--- src/rtl/ndn_pkg.sv ---
// ndn_pkg: shared definitions for the PIT<->FIB link.
//   PREFIX_W / LEN_W : default prefix and prefix-length widths.
//   tx_state_t       : PIT->FIB transmit FSM states.
//   rx_state_t       : FIB->PIT offer/receive FSM states.
package ndn_pkg;

    localparam int PREFIX_W = 64;
    localparam int LEN_W    = 6;

    typedef enum logic [1:0] {
        TX_IDLE,
        TX_DRIVE,
        TX_GAP
    } tx_state_t;

    typedef enum logic [2:0] {
        RX_IDLE,
        RX_LOOKUP,
        RX_ACCEPT,
        RX_REJECT,
        RX_DATA,
        RX_PUSH
    } rx_state_t;

endpackage

--- src/rtl/pit_fib_link_if.sv ---
// pit_fib_link_if: the wires between the PIT-side link endpoint and the FIB.
//   master : PIT side (drives pit_in_*, fib_out_bit, start_send_to_pit, rejected)
//   slave  : FIB side (drives prefix_ready, pit_out_*, out_data)
interface pit_fib_link_if #(
    parameter int PREFIX_W = ndn_pkg::PREFIX_W,
    parameter int LEN_W    = ndn_pkg::LEN_W
);

    logic [PREFIX_W-1:0] pit_in_prefix;
    logic [LEN_W-1:0]    pit_in_len;
    logic                fib_out_bit;
    logic                prefix_ready;
    logic [PREFIX_W-1:0] pit_out_prefix;
    logic [LEN_W-1:0]    pit_out_len;
    logic [7:0]          out_data;
    logic                start_send_to_pit;
    logic                rejected;

    modport master (
        output pit_in_prefix, pit_in_len, fib_out_bit, start_send_to_pit, rejected,
        input  prefix_ready, pit_out_prefix, pit_out_len, out_data
    );

    modport slave (
        input  pit_in_prefix, pit_in_len, fib_out_bit, start_send_to_pit, rejected,
        output prefix_ready, pit_out_prefix, pit_out_len, out_data
    );

endinterface

--- src/rtl/ndn_prefix_mask.sv ---
// ndn_prefix_mask: keeps the top 'len' bits of an MSB-aligned prefix and
// clears the rest. len==0 and len>=PREFIX_W both pass the prefix through.
//   prefix : MSB-aligned input prefix
//   len    : prefix length in bits
//   masked : prefix with bits [PREFIX_W-1-len:0] cleared
module ndn_prefix_mask #(
    parameter int PREFIX_W = ndn_pkg::PREFIX_W,
    parameter int LEN_W    = ndn_pkg::LEN_W
) (
    input  logic [PREFIX_W-1:0] prefix,
    input  logic [LEN_W-1:0]    len,
    output logic [PREFIX_W-1:0] masked
);

    always_comb begin
        masked = prefix;
        if (len != '0 && int'(len) < PREFIX_W) begin
            // All-ones shifted right by len leaves exactly the bits to clear.
            masked = prefix & ~({PREFIX_W{1'b1}} >> len);
        end
    end

endmodule

--- src/rtl/pit_fib_link.sv ---
// pit_fib_link: PIT-side endpoint of the PIT<->FIB interface.
//   clk, rst            : clock, synchronous active-low reset
//   tx_valid/tx_ready   : PIT core hands over a prefix (tx_prefix, tx_len)
//   fib (master)        : link to the FIB (masked TX strobe, RX offers, payload bytes)
//   lookup_*            : PIT lookup of an offered prefix (level request, done/hit result)
//   rx_valid/rx_ready   : assembled entry (rx_prefix, rx_len, rx_payload) to the PIT core
//   tx_state, rx_state  : current FSM states, exported for observation
//
// Handshakes (tx_*, rx_*): a transfer happens on a rising edge where valid and
// ready are both high; the source holds its data stable while valid is high
// and ready is low, and valid never depends combinationally on ready.
module pit_fib_link
    import ndn_pkg::*;
#(
    parameter int PREFIX_W       = ndn_pkg::PREFIX_W,
    parameter int LEN_W          = ndn_pkg::LEN_W,
    parameter int PAYLOAD_BYTES  = 8,
    parameter int TX_GAP         = 2,
    parameter int LOOKUP_TIMEOUT = 15
) (
    input  logic                       clk,
    input  logic                       rst,
    input  logic                       tx_valid,
    output logic                       tx_ready,
    input  logic [PREFIX_W-1:0]        tx_prefix,
    input  logic [LEN_W-1:0]           tx_len,
    pit_fib_link_if.master             fib,
    output logic                       lookup_req,
    output logic [PREFIX_W-1:0]        lookup_prefix,
    output logic [LEN_W-1:0]           lookup_len,
    input  logic                       lookup_done,
    input  logic                       lookup_hit,
    output logic                       rx_valid,
    input  logic                       rx_ready,
    output logic [PREFIX_W-1:0]        rx_prefix,
    output logic [LEN_W-1:0]           rx_len,
    output logic [PAYLOAD_BYTES*8-1:0] rx_payload,
    output tx_state_t                  tx_state,
    output rx_state_t                  rx_state
);

    localparam int GAP_W = (TX_GAP > 1) ? $clog2(TX_GAP) : 1;
    localparam int TO_W  = $clog2(LOOKUP_TIMEOUT + 1);
    localparam int BC_W  = (PAYLOAD_BYTES > 1) ? $clog2(PAYLOAD_BYTES) : 1;

    // ---------------- TX path ----------------
    tx_state_t           tx_state_q, tx_state_d;
    logic                tx_en_q;      // low in the cycle right after a reset edge
    logic [GAP_W-1:0]    gap_q;
    logic [PREFIX_W-1:0] tx_masked;
    logic [PREFIX_W-1:0] pit_in_prefix_q;
    logic [LEN_W-1:0]    pit_in_len_q;
    logic                tx_accept;
    logic                tx_ready_c;
    logic                fib_out_bit_c;

    ndn_prefix_mask #(.PREFIX_W(PREFIX_W), .LEN_W(LEN_W)) u_mask (
        .prefix (tx_prefix),
        .len    (tx_len),
        .masked (tx_masked)
    );

    always_comb begin
        tx_state_d    = tx_state_q;
        tx_ready_c    = 1'b0;
        fib_out_bit_c = 1'b0;
        tx_accept     = 1'b0;
        case (tx_state_q)
            TX_IDLE: begin
                tx_ready_c = tx_en_q;
                if (tx_valid && tx_en_q) begin
                    tx_accept  = 1'b1;
                    tx_state_d = TX_DRIVE;
                end
            end
            TX_DRIVE: begin
                fib_out_bit_c = 1'b1;
                tx_state_d    = ndn_pkg::TX_GAP;
            end
            ndn_pkg::TX_GAP: begin
                if (gap_q == GAP_W'(TX_GAP - 1)) tx_state_d = TX_IDLE;
            end
            default: tx_state_d = TX_IDLE;
        endcase
    end

    always_ff @(posedge clk) begin
        if (!rst) begin
            tx_state_q      <= TX_IDLE;
            tx_en_q         <= 1'b0;
            gap_q           <= '0;
            pit_in_prefix_q <= '0;
            pit_in_len_q    <= '0;
        end else begin
            tx_state_q <= tx_state_d;
            tx_en_q    <= 1'b1;
            gap_q      <= (tx_state_q == ndn_pkg::TX_GAP) ? gap_q + 1'b1 : '0;
            // pit_in_* stay put from the strobe until the next accept.
            if (tx_accept) begin
                pit_in_prefix_q <= tx_masked;
                pit_in_len_q    <= tx_len;
            end
        end
    end

    assign tx_ready          = tx_ready_c;
    assign fib.fib_out_bit   = fib_out_bit_c;
    assign fib.pit_in_prefix = pit_in_prefix_q;
    assign fib.pit_in_len    = pit_in_len_q;
    assign tx_state          = tx_state_q;

    // ---------------- RX path ----------------
    rx_state_t                  rx_state_q, rx_state_d;
    logic [TO_W-1:0]            to_q;
    logic [BC_W-1:0]            byte_q;
    logic [PREFIX_W-1:0]        cap_prefix_q;
    logic [LEN_W-1:0]           cap_len_q;
    logic [PAYLOAD_BYTES*8-1:0] payload_q;
    logic                       lookup_req_c, start_c, reject_c, rx_valid_c;

    always_comb begin
        rx_state_d   = rx_state_q;
        lookup_req_c = 1'b0;
        start_c      = 1'b0;
        reject_c     = 1'b0;
        rx_valid_c   = 1'b0;
        case (rx_state_q)
            RX_IDLE: if (fib.prefix_ready) rx_state_d = RX_LOOKUP;
            RX_LOOKUP: begin
                lookup_req_c = 1'b1;
                // A result arriving in the last allowed cycle still counts.
                if (lookup_done)                             rx_state_d = lookup_hit ? RX_ACCEPT : RX_REJECT;
                else if (to_q == TO_W'(LOOKUP_TIMEOUT - 1)) rx_state_d = RX_REJECT;
            end
            RX_ACCEPT: begin
                start_c    = 1'b1;
                rx_state_d = RX_DATA;
            end
            RX_REJECT: begin
                reject_c   = 1'b1;
                rx_state_d = RX_IDLE;
            end
            RX_DATA: if (byte_q == BC_W'(PAYLOAD_BYTES - 1)) rx_state_d = RX_PUSH;
            RX_PUSH: begin
                rx_valid_c = 1'b1;
                if (rx_ready) rx_state_d = RX_IDLE;
            end
            default: rx_state_d = RX_IDLE;
        endcase
    end

    always_ff @(posedge clk) begin
        if (!rst) begin
            rx_state_q   <= RX_IDLE;
            to_q         <= '0;
            byte_q       <= '0;
            cap_prefix_q <= '0;
            cap_len_q    <= '0;
            payload_q    <= '0;
        end else begin
            rx_state_q <= rx_state_d;
            if (rx_state_q == RX_IDLE && fib.prefix_ready) begin
                cap_prefix_q <= fib.pit_out_prefix;
                cap_len_q    <= fib.pit_out_len;
                payload_q    <= '0;
            end
            to_q   <= (rx_state_q == RX_LOOKUP) ? to_q + 1'b1 : '0;
            byte_q <= (rx_state_q == RX_DATA) ? byte_q + 1'b1 : '0;
            // Shifting in from the LSB end leaves byte 0 in the MSB byte once
            // all PAYLOAD_BYTES have arrived.
            if (rx_state_q == RX_DATA)
                payload_q <= {payload_q[PAYLOAD_BYTES*8-9:0], fib.out_data};
        end
    end

    assign lookup_req            = lookup_req_c;
    assign lookup_prefix         = cap_prefix_q;
    assign lookup_len            = cap_len_q;
    assign fib.start_send_to_pit = start_c;
    assign fib.rejected          = reject_c;
    assign rx_valid              = rx_valid_c;
    assign rx_prefix             = cap_prefix_q;
    assign rx_len                = cap_len_q;
    assign rx_payload            = payload_q;
    assign rx_state              = rx_state_q;

endmodule

--- src/flat_wrapper.sv ---
// flat-port wrapper written by rule: the top's interface ports become plain ports
module pit_fib_link_flat import ndn_pkg::*;
#(
    parameter int PREFIX_W       = ndn_pkg::PREFIX_W,
    parameter int LEN_W          = ndn_pkg::LEN_W,
    parameter int PAYLOAD_BYTES  = 8,
    parameter int TX_GAP         = 2,
    parameter int LOOKUP_TIMEOUT = 15
)
  (clk, rst, tx_valid, tx_ready, tx_prefix, tx_len, lookup_req, lookup_prefix, lookup_len, lookup_done, lookup_hit, rx_valid, rx_ready, rx_prefix, rx_len, rx_payload, tx_state, rx_state, fib_pit_in_prefix, fib_pit_in_len, fib_fib_out_bit, fib_start_send_to_pit, fib_rejected, fib_prefix_ready, fib_pit_out_prefix, fib_pit_out_len, fib_out_data);
  pit_fib_link_if #(.PREFIX_W(PREFIX_W), .LEN_W(LEN_W)) fib_i ();
  input  logic clk;
  input  logic rst;
  input  logic tx_valid;
  output logic tx_ready;
  input  logic [PREFIX_W-1:0] tx_prefix;
  input  logic [LEN_W-1:0] tx_len;
  output logic lookup_req;
  output logic [PREFIX_W-1:0] lookup_prefix;
  output logic [LEN_W-1:0] lookup_len;
  input  logic lookup_done;
  input  logic lookup_hit;
  output logic rx_valid;
  input  logic rx_ready;
  output logic [PREFIX_W-1:0] rx_prefix;
  output logic [LEN_W-1:0] rx_len;
  output logic [PAYLOAD_BYTES*8-1:0] rx_payload;
  output tx_state_t tx_state;
  output rx_state_t rx_state;
  output wire logic [$bits(fib_i.pit_in_prefix)-1:0] fib_pit_in_prefix;
  output wire logic [$bits(fib_i.pit_in_len)-1:0] fib_pit_in_len;
  output wire logic [$bits(fib_i.fib_out_bit)-1:0] fib_fib_out_bit;
  output wire logic [$bits(fib_i.start_send_to_pit)-1:0] fib_start_send_to_pit;
  output wire logic [$bits(fib_i.rejected)-1:0] fib_rejected;
  input wire logic [$bits(fib_i.prefix_ready)-1:0] fib_prefix_ready;
  input wire logic [$bits(fib_i.pit_out_prefix)-1:0] fib_pit_out_prefix;
  input wire logic [$bits(fib_i.pit_out_len)-1:0] fib_pit_out_len;
  input wire logic [$bits(fib_i.out_data)-1:0] fib_out_data;
  assign fib_pit_in_prefix = fib_i.pit_in_prefix;
  assign fib_pit_in_len = fib_i.pit_in_len;
  assign fib_fib_out_bit = fib_i.fib_out_bit;
  assign fib_start_send_to_pit = fib_i.start_send_to_pit;
  assign fib_rejected = fib_i.rejected;
  assign fib_i.prefix_ready = fib_prefix_ready;
  assign fib_i.pit_out_prefix = fib_pit_out_prefix;
  assign fib_i.pit_out_len = fib_pit_out_len;
  assign fib_i.out_data = fib_out_data;
  pit_fib_link #(.PREFIX_W(PREFIX_W), .LEN_W(LEN_W), .PAYLOAD_BYTES(PAYLOAD_BYTES), .TX_GAP(TX_GAP), .LOOKUP_TIMEOUT(LOOKUP_TIMEOUT)) u_core (.clk(clk), .rst(rst), .tx_valid(tx_valid), .tx_ready(tx_ready), .tx_prefix(tx_prefix), .tx_len(tx_len), .fib(fib_i), .lookup_req(lookup_req), .lookup_prefix(lookup_prefix), .lookup_len(lookup_len), .lookup_done(lookup_done), .lookup_hit(lookup_hit), .rx_valid(rx_valid), .rx_ready(rx_ready), .rx_prefix(rx_prefix), .rx_len(rx_len), .rx_payload(rx_payload), .tx_state(tx_state), .rx_state(rx_state));
endmodule
--- config.mk ---
export PLATFORM = sky130hd
export DESIGN_NAME = pit_fib_link_flat
export DESIGN_NICKNAME = d
export VERILOG_FILES = /design/src/rtl/ndn_pkg.sv /design/src/rtl/pit_fib_link_if.sv /design/src/rtl/ndn_prefix_mask.sv /design/src/rtl/pit_fib_link.sv /design/src/flat_wrapper.sv
export SDC_FILE = /design/constraint.sdc
export NUM_CORES = 1
export LEC_CHECK = 0
export BUFFER_PORTS_ARGS = -buffer_cell sky130_fd_sc_hd__buf_2
export CORE_AREA = 2 2 169 171
export DETAILED_ROUTE_END_ITERATION = 8
export DIE_AREA = 0 0 171 173
export HOLD_SLACK_MARGIN = 0.1
export SYNTH_ARGS = -nofsm -noshare
export SYNTH_HDL_FRONTEND = slang
export SYNTH_HIERARCHICAL = 1
export SYNTH_SLANG_ARGS = --single-unit
--- constraint.sdc ---
create_clock -name clk -period 3.67 [get_ports clk]
set_input_delay 0.1835 -clock clk [delete_from_list [all_inputs] [get_ports clk]]
set_output_delay 0.1835 -clock clk [all_outputs]
set_load 0.05 [all_outputs]
Yosys cells after proc, flatten, opt, wreduce, memory -nomap -nowiden
Index checks and enable logic that the tools add are counted.
{"block": "classes", "bitwise_logic": 2, "eq_ne": 15, "addsub": 3, "muxes": 22, "shifts": 1, "n_reduce_logical": 11}
{"op": "$mux 64", "n": 3}
{"op": "$and 64x64->64", "n": 1}
{"op": "$not 64->64", "n": 1}
{"op": "$shr 64x6->64 const A", "n": 1}
{"op": "$mux 3", "n": 5}
{"op": "$pmux 3 s5", "n": 1}
{"op": "$mux 1", "n": 10}
{"op": "$eq 3x3->1 const B", "n": 3}
{"op": "$reduce_and 2->1", "n": 4}
{"op": "$eq 3x2->1 const B", "n": 2}
{"op": "$ne 2x1->1 const B", "n": 3}
{"op": "$pmux 2 s3", "n": 1}
{"op": "$reduce_bool 6->1", "n": 1}
{"op": "$add 4x1->4 const B", "n": 1}
{"op": "$eq 4x4->1 const B", "n": 1}
{"op": "$mux 2", "n": 2}
{"op": "$ne 2x2->1 const B", "n": 2}
{"op": "$reduce_and 4->1", "n": 1}
{"op": "$add 3x1->3 const B", "n": 1}
{"op": "$eq 3x1->1 const B", "n": 1}
{"op": "$logic_not 3->1", "n": 1}
{"op": "$ne 3x2->1 const B", "n": 1}
{"op": "$eq 2x1->1 const B", "n": 1}
{"op": "$eq 2x2->1 const B", "n": 1}
{"op": "other kinds (4)", "n": 5}
{"block": "word_totals", "wordCells": 65, "ff_bits": 218, "output_inout_bits": 285, "in_bits": 155}

Depth between registers and ports, before layout
{"block": "depth", "word_depth": 4, "ltp_mapped": 7, "mapped_depth_nobuf": 5}

By module
Netlist, hierarchy kept.
{"module": "pit_fib_link", "seq_area_each_um2": 4364.2, "area_per_inst_um2": 8257.9, "cells_each": 987, "n_inst": 1}
{"module": "ndn_prefix_mask", "seq_area_each_um2": 0.0, "area_per_inst_um2": 949.7, "cells_each": 155, "n_inst": 1}

Worst setup path before layout
No wires, ideal clock.
{"block": "synth_path", "path_kind": "reg2reg", "startpoint": "register u_core.rx_state_q[0], in the netlist u_core/rx_state[0]", "endpoint": "register u_core.rx_state_q[1], in the netlist u_core/rx_state[1]", "path_slack_ps": 1043, "path_buffers": 1, "t_arrival_ps": 2557, "required_ps": 3601, "setup_ps": 69, "path_stages_with_launch": 5, "synth_period_minus_slack_ps": 2627, "path_cell_list": "dfxtp_1 -> buf_4 -> nor3b_1 -> nand2_1 -> nor2_1"}
{"block": "synth_between", "elab_chain_cells": 3, "word_cells_on_any_way": 11, "cone_classes": "eq/ne (8); mux (1); reduce/logical (2)"}
{"element": "start, declared", "line": "pit_fib_link.sv:113", "source": "rx_state_t rx_state_q, rx_state_d;"}
{"element": "start signal, assigned", "line": "pit_fib_link.sv:161", "source": "rx_state_q <= rx_state_d;"}
{"element": "$eq 3x1->1, or another cell as far along", "line": "pit_fib_link.sv:127", "source": "case (rx_state_q)"}
{"element": "$ne 3x2->1 (no source line), or another cell as far along"}
{"element": "$reduce_and 4->1 (no source line)"}
Several ways; a longest one is shown, not always the timed one.
A chain may end at the register's enable or synchronous reset.

Worst setup path in the final report
{"block": "layout_path", "startpoint": "register u_core.rx_state_q[1], in the netlist u_core/rx_state[1]", "endpoint": "register u_core.payload_q[11], in the netlist u_core/rx_payload[11]"}
{"block": "layout_between", "elab_chain_cells": 3, "word_cells_on_any_way": 5, "cone_classes": "eq/ne (1); mux (1); reduce/logical (3)"}
{"element": "$logic_not 3->1", "line": "pit_fib_link.sv:162", "source": "if (rx_state_q == RX_IDLE && fib.prefix_ready) begin"}
{"element": "$logic_and 1x1->1", "line": "pit_fib_link.sv:162"}
{"element": "$reduce_bool 2->1 (no source line)"}
{"element": "end signal, assigned", "line": "pit_fib_link.sv:172", "source": "payload_q <= {payload_q[PAYLOAD_BYTES*8-9:0], fib.out_data};"}
{"element": "end, declared", "line": "pit_fib_link.sv:118", "source": "logic [PAYLOAD_BYTES*8-1:0] payload_q;"}
Several ways; a longest one is shown, not always the timed one.

==> out/qor.csv <==
stage,metric,value,unit
floorplanning,DIE AREA,29600,sq um
synthesis,gate count of the mapped netlist,1142,
drt,number of antenna-violating nets in the routed design,0,
sta,final hold vios,0,
sta,min setup slack post-route,1.46,ns
clock_tree,Clock Pin Slew Worst Setup and Hold Paths,0.06,ns
final_layout,area of the multi-input gates,3830,sq um
global_route,initial antenna violation count,0,
min_path,Hold Crit Depth,3,
critical_path,worst r2r src,u_core/rx_state[1]$_SDFFE_PN0P_,
place,pre-CTS WS,1.51,ns
final_layout,Layout Utilization,47.8,%
final_layout,total area of sequential cells,4360,sq um
critical_path,"Max FO, Critical Path",27,
final_layout,most frequent cells in the layout,"buf_2 (439), nand2_1 (353), dfxtp_1 (218), a21oi_1 (192), dlygate4sd3_1 (150)",
min_path,WHS Endpoint,u_core/fib.pit_in_len[3]$_SDFFE_PN0P_,
clock_tree,Post-CTS Setup Inserts,0,
sta,final clock skew,0.00856,ns
synthesis,syn_nets,1301,
critical_path,Crit-path slowest cell,or3b_2,
job,maxcap violations,0,
synthesis,Synth top area share,47.4,%
min_path,Hold Crit Start,tx_len[3],
place,Port Buf Inserts,439,
critical_path,R2R setup slack,1.46,ns
sta,setup_tns,0,ns
final_layout,Syn-to-layout area delta,43.3,%
synthesis,ys flop type,dfxtp_1,
floorplanning,Placement Rows,61,
run_status,status,"finished, final reports clean",
floorplanning,Ports,440,
pwr,peak supply drop,0.307,mV
critical_path,Crit Path Class,flop to flop,
critical_path,CP top delay family,simple AND/OR/NAND/NOR gates,
synthesis,"EDFF count, synth",0,
clock_tree,Clock Latency Late Sink,0.51,ns
critical_path,end of the worst register-to-register path,u_core/rx_payload[11]$_SDFFE_PN0P_,
synthesis,YS warnings,6,
place,Detail Placement HPWL,22500,um
synthesis,synth top area cells,"dfxtp_1 (47%), nand2_1 (14%), a21oi_1 (10%)",
clock_tree,number of CTS-inserted buffers,24,
floorplanning,Die X,171,um
global_route,gr usage total,21.1,%
final_layout,# nets final,1764,
critical_path,Critical Path RT,4.09,ns
place,Routability Congestion,0.816,
critical_path,Register-to-Register Path Depth,4,
critical_path,biggest cell delay along the critical path,0.77,ns
clock_tree,CTS tree,built,
pwr,Lkg Pwr,6.06,nW
synthesis,leading area contributor after synthesis,dfxtp_1,
sta,setup violators final,0,
drt,WL final,33500,um
critical_path,worst path buffer plus inverter count,1,
global_route,first-pass GRT wire length,50300,um
clock_tree,Max Buffers Root-to-Sink,3,
drt,vias post-DR,9522,
sta,RSZ-0062 raised after global routing,false,
final_layout,share of cells above drive strength 1,31.3,%
global_route,via count of the first global-routing pass,9024,
clock_tree,H-Tree Depth,1,
sta,slew at the pin closest to its max-slew limit,1.17,ns
final_layout,antenna cells,0,
global_route,pin count of the biggest net entering global routing,99,
floorplanning,Die Y,173,um
floorplanning,Placeable Area,27600,sq um
min_path,Hold WC Path Type,input pin to flop,
sta,f_max,453,MHz
drt,1st-iter DRT viols,611,
critical_path,Levels on crit path,4,
critical_path,critical path capture point type,flop,
drt,Routed WL per cell,16.8,um
synthesis,Mean Syn Cell Area,8.06,sq um
drt,routed vias/inst,4.77,
sta,final slew viol count,0,
synthesis,register area share after synthesis,47.4,%
critical_path,CP cell instances,or3b_2 > buf_4 > nand3_1 > a21oi_1,
critical_path,CP arrival,2.63,ns
final_layout,final-layout fill cell count,2710,
drt,DRT Pass-1 Iters,5,
synthesis,synthesized area,9210,sq um
global_route,global route overflow,0,
synthesis,"Distinct cells, synth",53,
sta,Slew headroom,22.3,%
floorplanning,Starting Density,33.3,%
drt,Remaining DRCs,0,
final_layout,"most common cell after layout, fill and taps aside",buf_2,
sta,crit path time final,2.21,ns
synthesis,"flops & latches, synth",218,
clock_tree,clock root buffer,clkbuf_16,
clock_tree,clock sink count,218,
synthesis,"FFs w/ async S/R, synth",0,%
critical_path,startpoint types,flop,
pwr,pwr/cell area,478,nW/um^2
sta,Final period util,60.1,%
-- metal layers --
metal  share of wire (%)  up-vias  GRT usage, %
li1                    -     4644             -
met1                  39     4395          25.0
met2                  49      421          36.3
met3                 7.9       62          5.08
met4                 4.1        0          8.62
met5                   0        -             0
-- stage by stage --
stage,total power [mW],std cells,area (sq um),hold WS (ns)
after floorplan,3.70,1142,9210,0.211
after global routing,6.57,1996,13200,0.168
final,6.31,1996,13200,0.169
after CTS,6.37,1996,13200,0.149
after detailed placement,3.98,1807,11000,0.400
after global placement,3.98,1807,11000,0.399
-- Yosys cell counts (all sizes together), types with 2 or more instances --
master   instances
a211oi           5
a21boi          21
a21o             3
a21oi          192
a22o            17
and2             3
and3            24
buf            114
clkbuf          48
dfxtp          218
ha               4
inv              6
nand2          353
nand3           53
nand4            2
nor2            24
nor2b            3
nor3             5
nor3b            4
nor4             2
nor4b            2
o211ai           2
o21a            13
o21ai            4
o2bb2ai          3
or4b             2
-- worst max-delay path by stage --
stage / from / to / slack (ns)
3_5_place_dp: u_core/rx_state[1]$_SDFFE_PN0P_ / u_core/rx_payload[11]$_SDFFE_PN0P_ / 1.51
3_3_place_gp: u_core/rx_state[1]$_SDFFE_PN0P_ / u_core/rx_payload[8]$_SDFFE_PN0P_ / 1.57
2_1_floorplan: u_core/rx_state[0]$_SDFFE_PN0P_ / u_core/rx_state[1]$_SDFFE_PN0P_ / 1.04
4_1_cts: u_core/rx_state[1]$_SDFFE_PN0P_ / u_core/rx_payload[11]$_SDFFE_PN0P_ / 1.49
5_1_grt: u_core/rx_state[1]$_SDFFE_PN0P_ / u_core/lookup_prefix[0]$_SDFFE_PN0P_ / 1.30
6_report: u_core/rx_state[1]$_SDFFE_PN0P_ / u_core/rx_payload[11]$_SDFFE_PN0P_ / 1.46
-- power by group --
part	total [mW]	internal, mW	switching (mW)
logic	1.50	0.407	1.10
clock network	2.24	1.30	0.945
registers	2.56	2.47	0.0901
total	6.31	4.18	2.13
-- sequential cells by signal, summed over array words and instances (netlist names) --
register,cells
u_core/byte_q,3
u_core/lookup_len,6
u_core/tx_state,2
u_core/gap_q,1
u_core/fib.pit_in_prefix,64
u_core/lookup_prefix,64
u_core/fib.pit_in_len,6
u_core/to_q,4
u_core/rx_state,3
u_core/tx_en_q,1
u_core/rx_payload,64
-- layout make-up --
| type | count | share of cell area [%] |
|---|---|---|
| flip-flops and latches | 218 | 33.1 |
| multi-input cells | 756 | 29.0 |
| repair buffers | 599 | 28.7 |
| clock buffers | 37 | 5.31 |
| well taps | 378 | 3.58 |
| inverters | 6 | 0.209 |
| clock inverters | 2 | 0.104 |
-- tightest hold or removal path, delay by kind of cell --
| kind | cells | cell delay (ns) |
|---|---|---|
| AND/OR/NAND/NOR | 1 | 0.12 |
| AO/OA/AOI/OAI | 1 | 0.06 |
| buffers and inverters | 1 | 0.26 |
-- logic make-up (layout without fill, tap and decap cells) --
logic type / count (synthesis) / count (layout) / synth area share, %
and+or+nand+nor: 484 / 484 / 23.7
AOI/OAI and AO/OA: 266 / 266 / 16.7
DFF: 218 / 218 / 47.4
buffers and inverters: 168 / 644 / 11.5
adders and majority gates: 4 / 4 / 0.544
xor gates and xnor gates: 2 / 2 / 0.190
-- timing repair --
item / 4_1_cts / 5_1_grt
gates resized for setup: 0 / 0
hold endpoints to repair: 154 / 0
hold buffers: 150 / 0
Power figures use the tool's default switching activity.
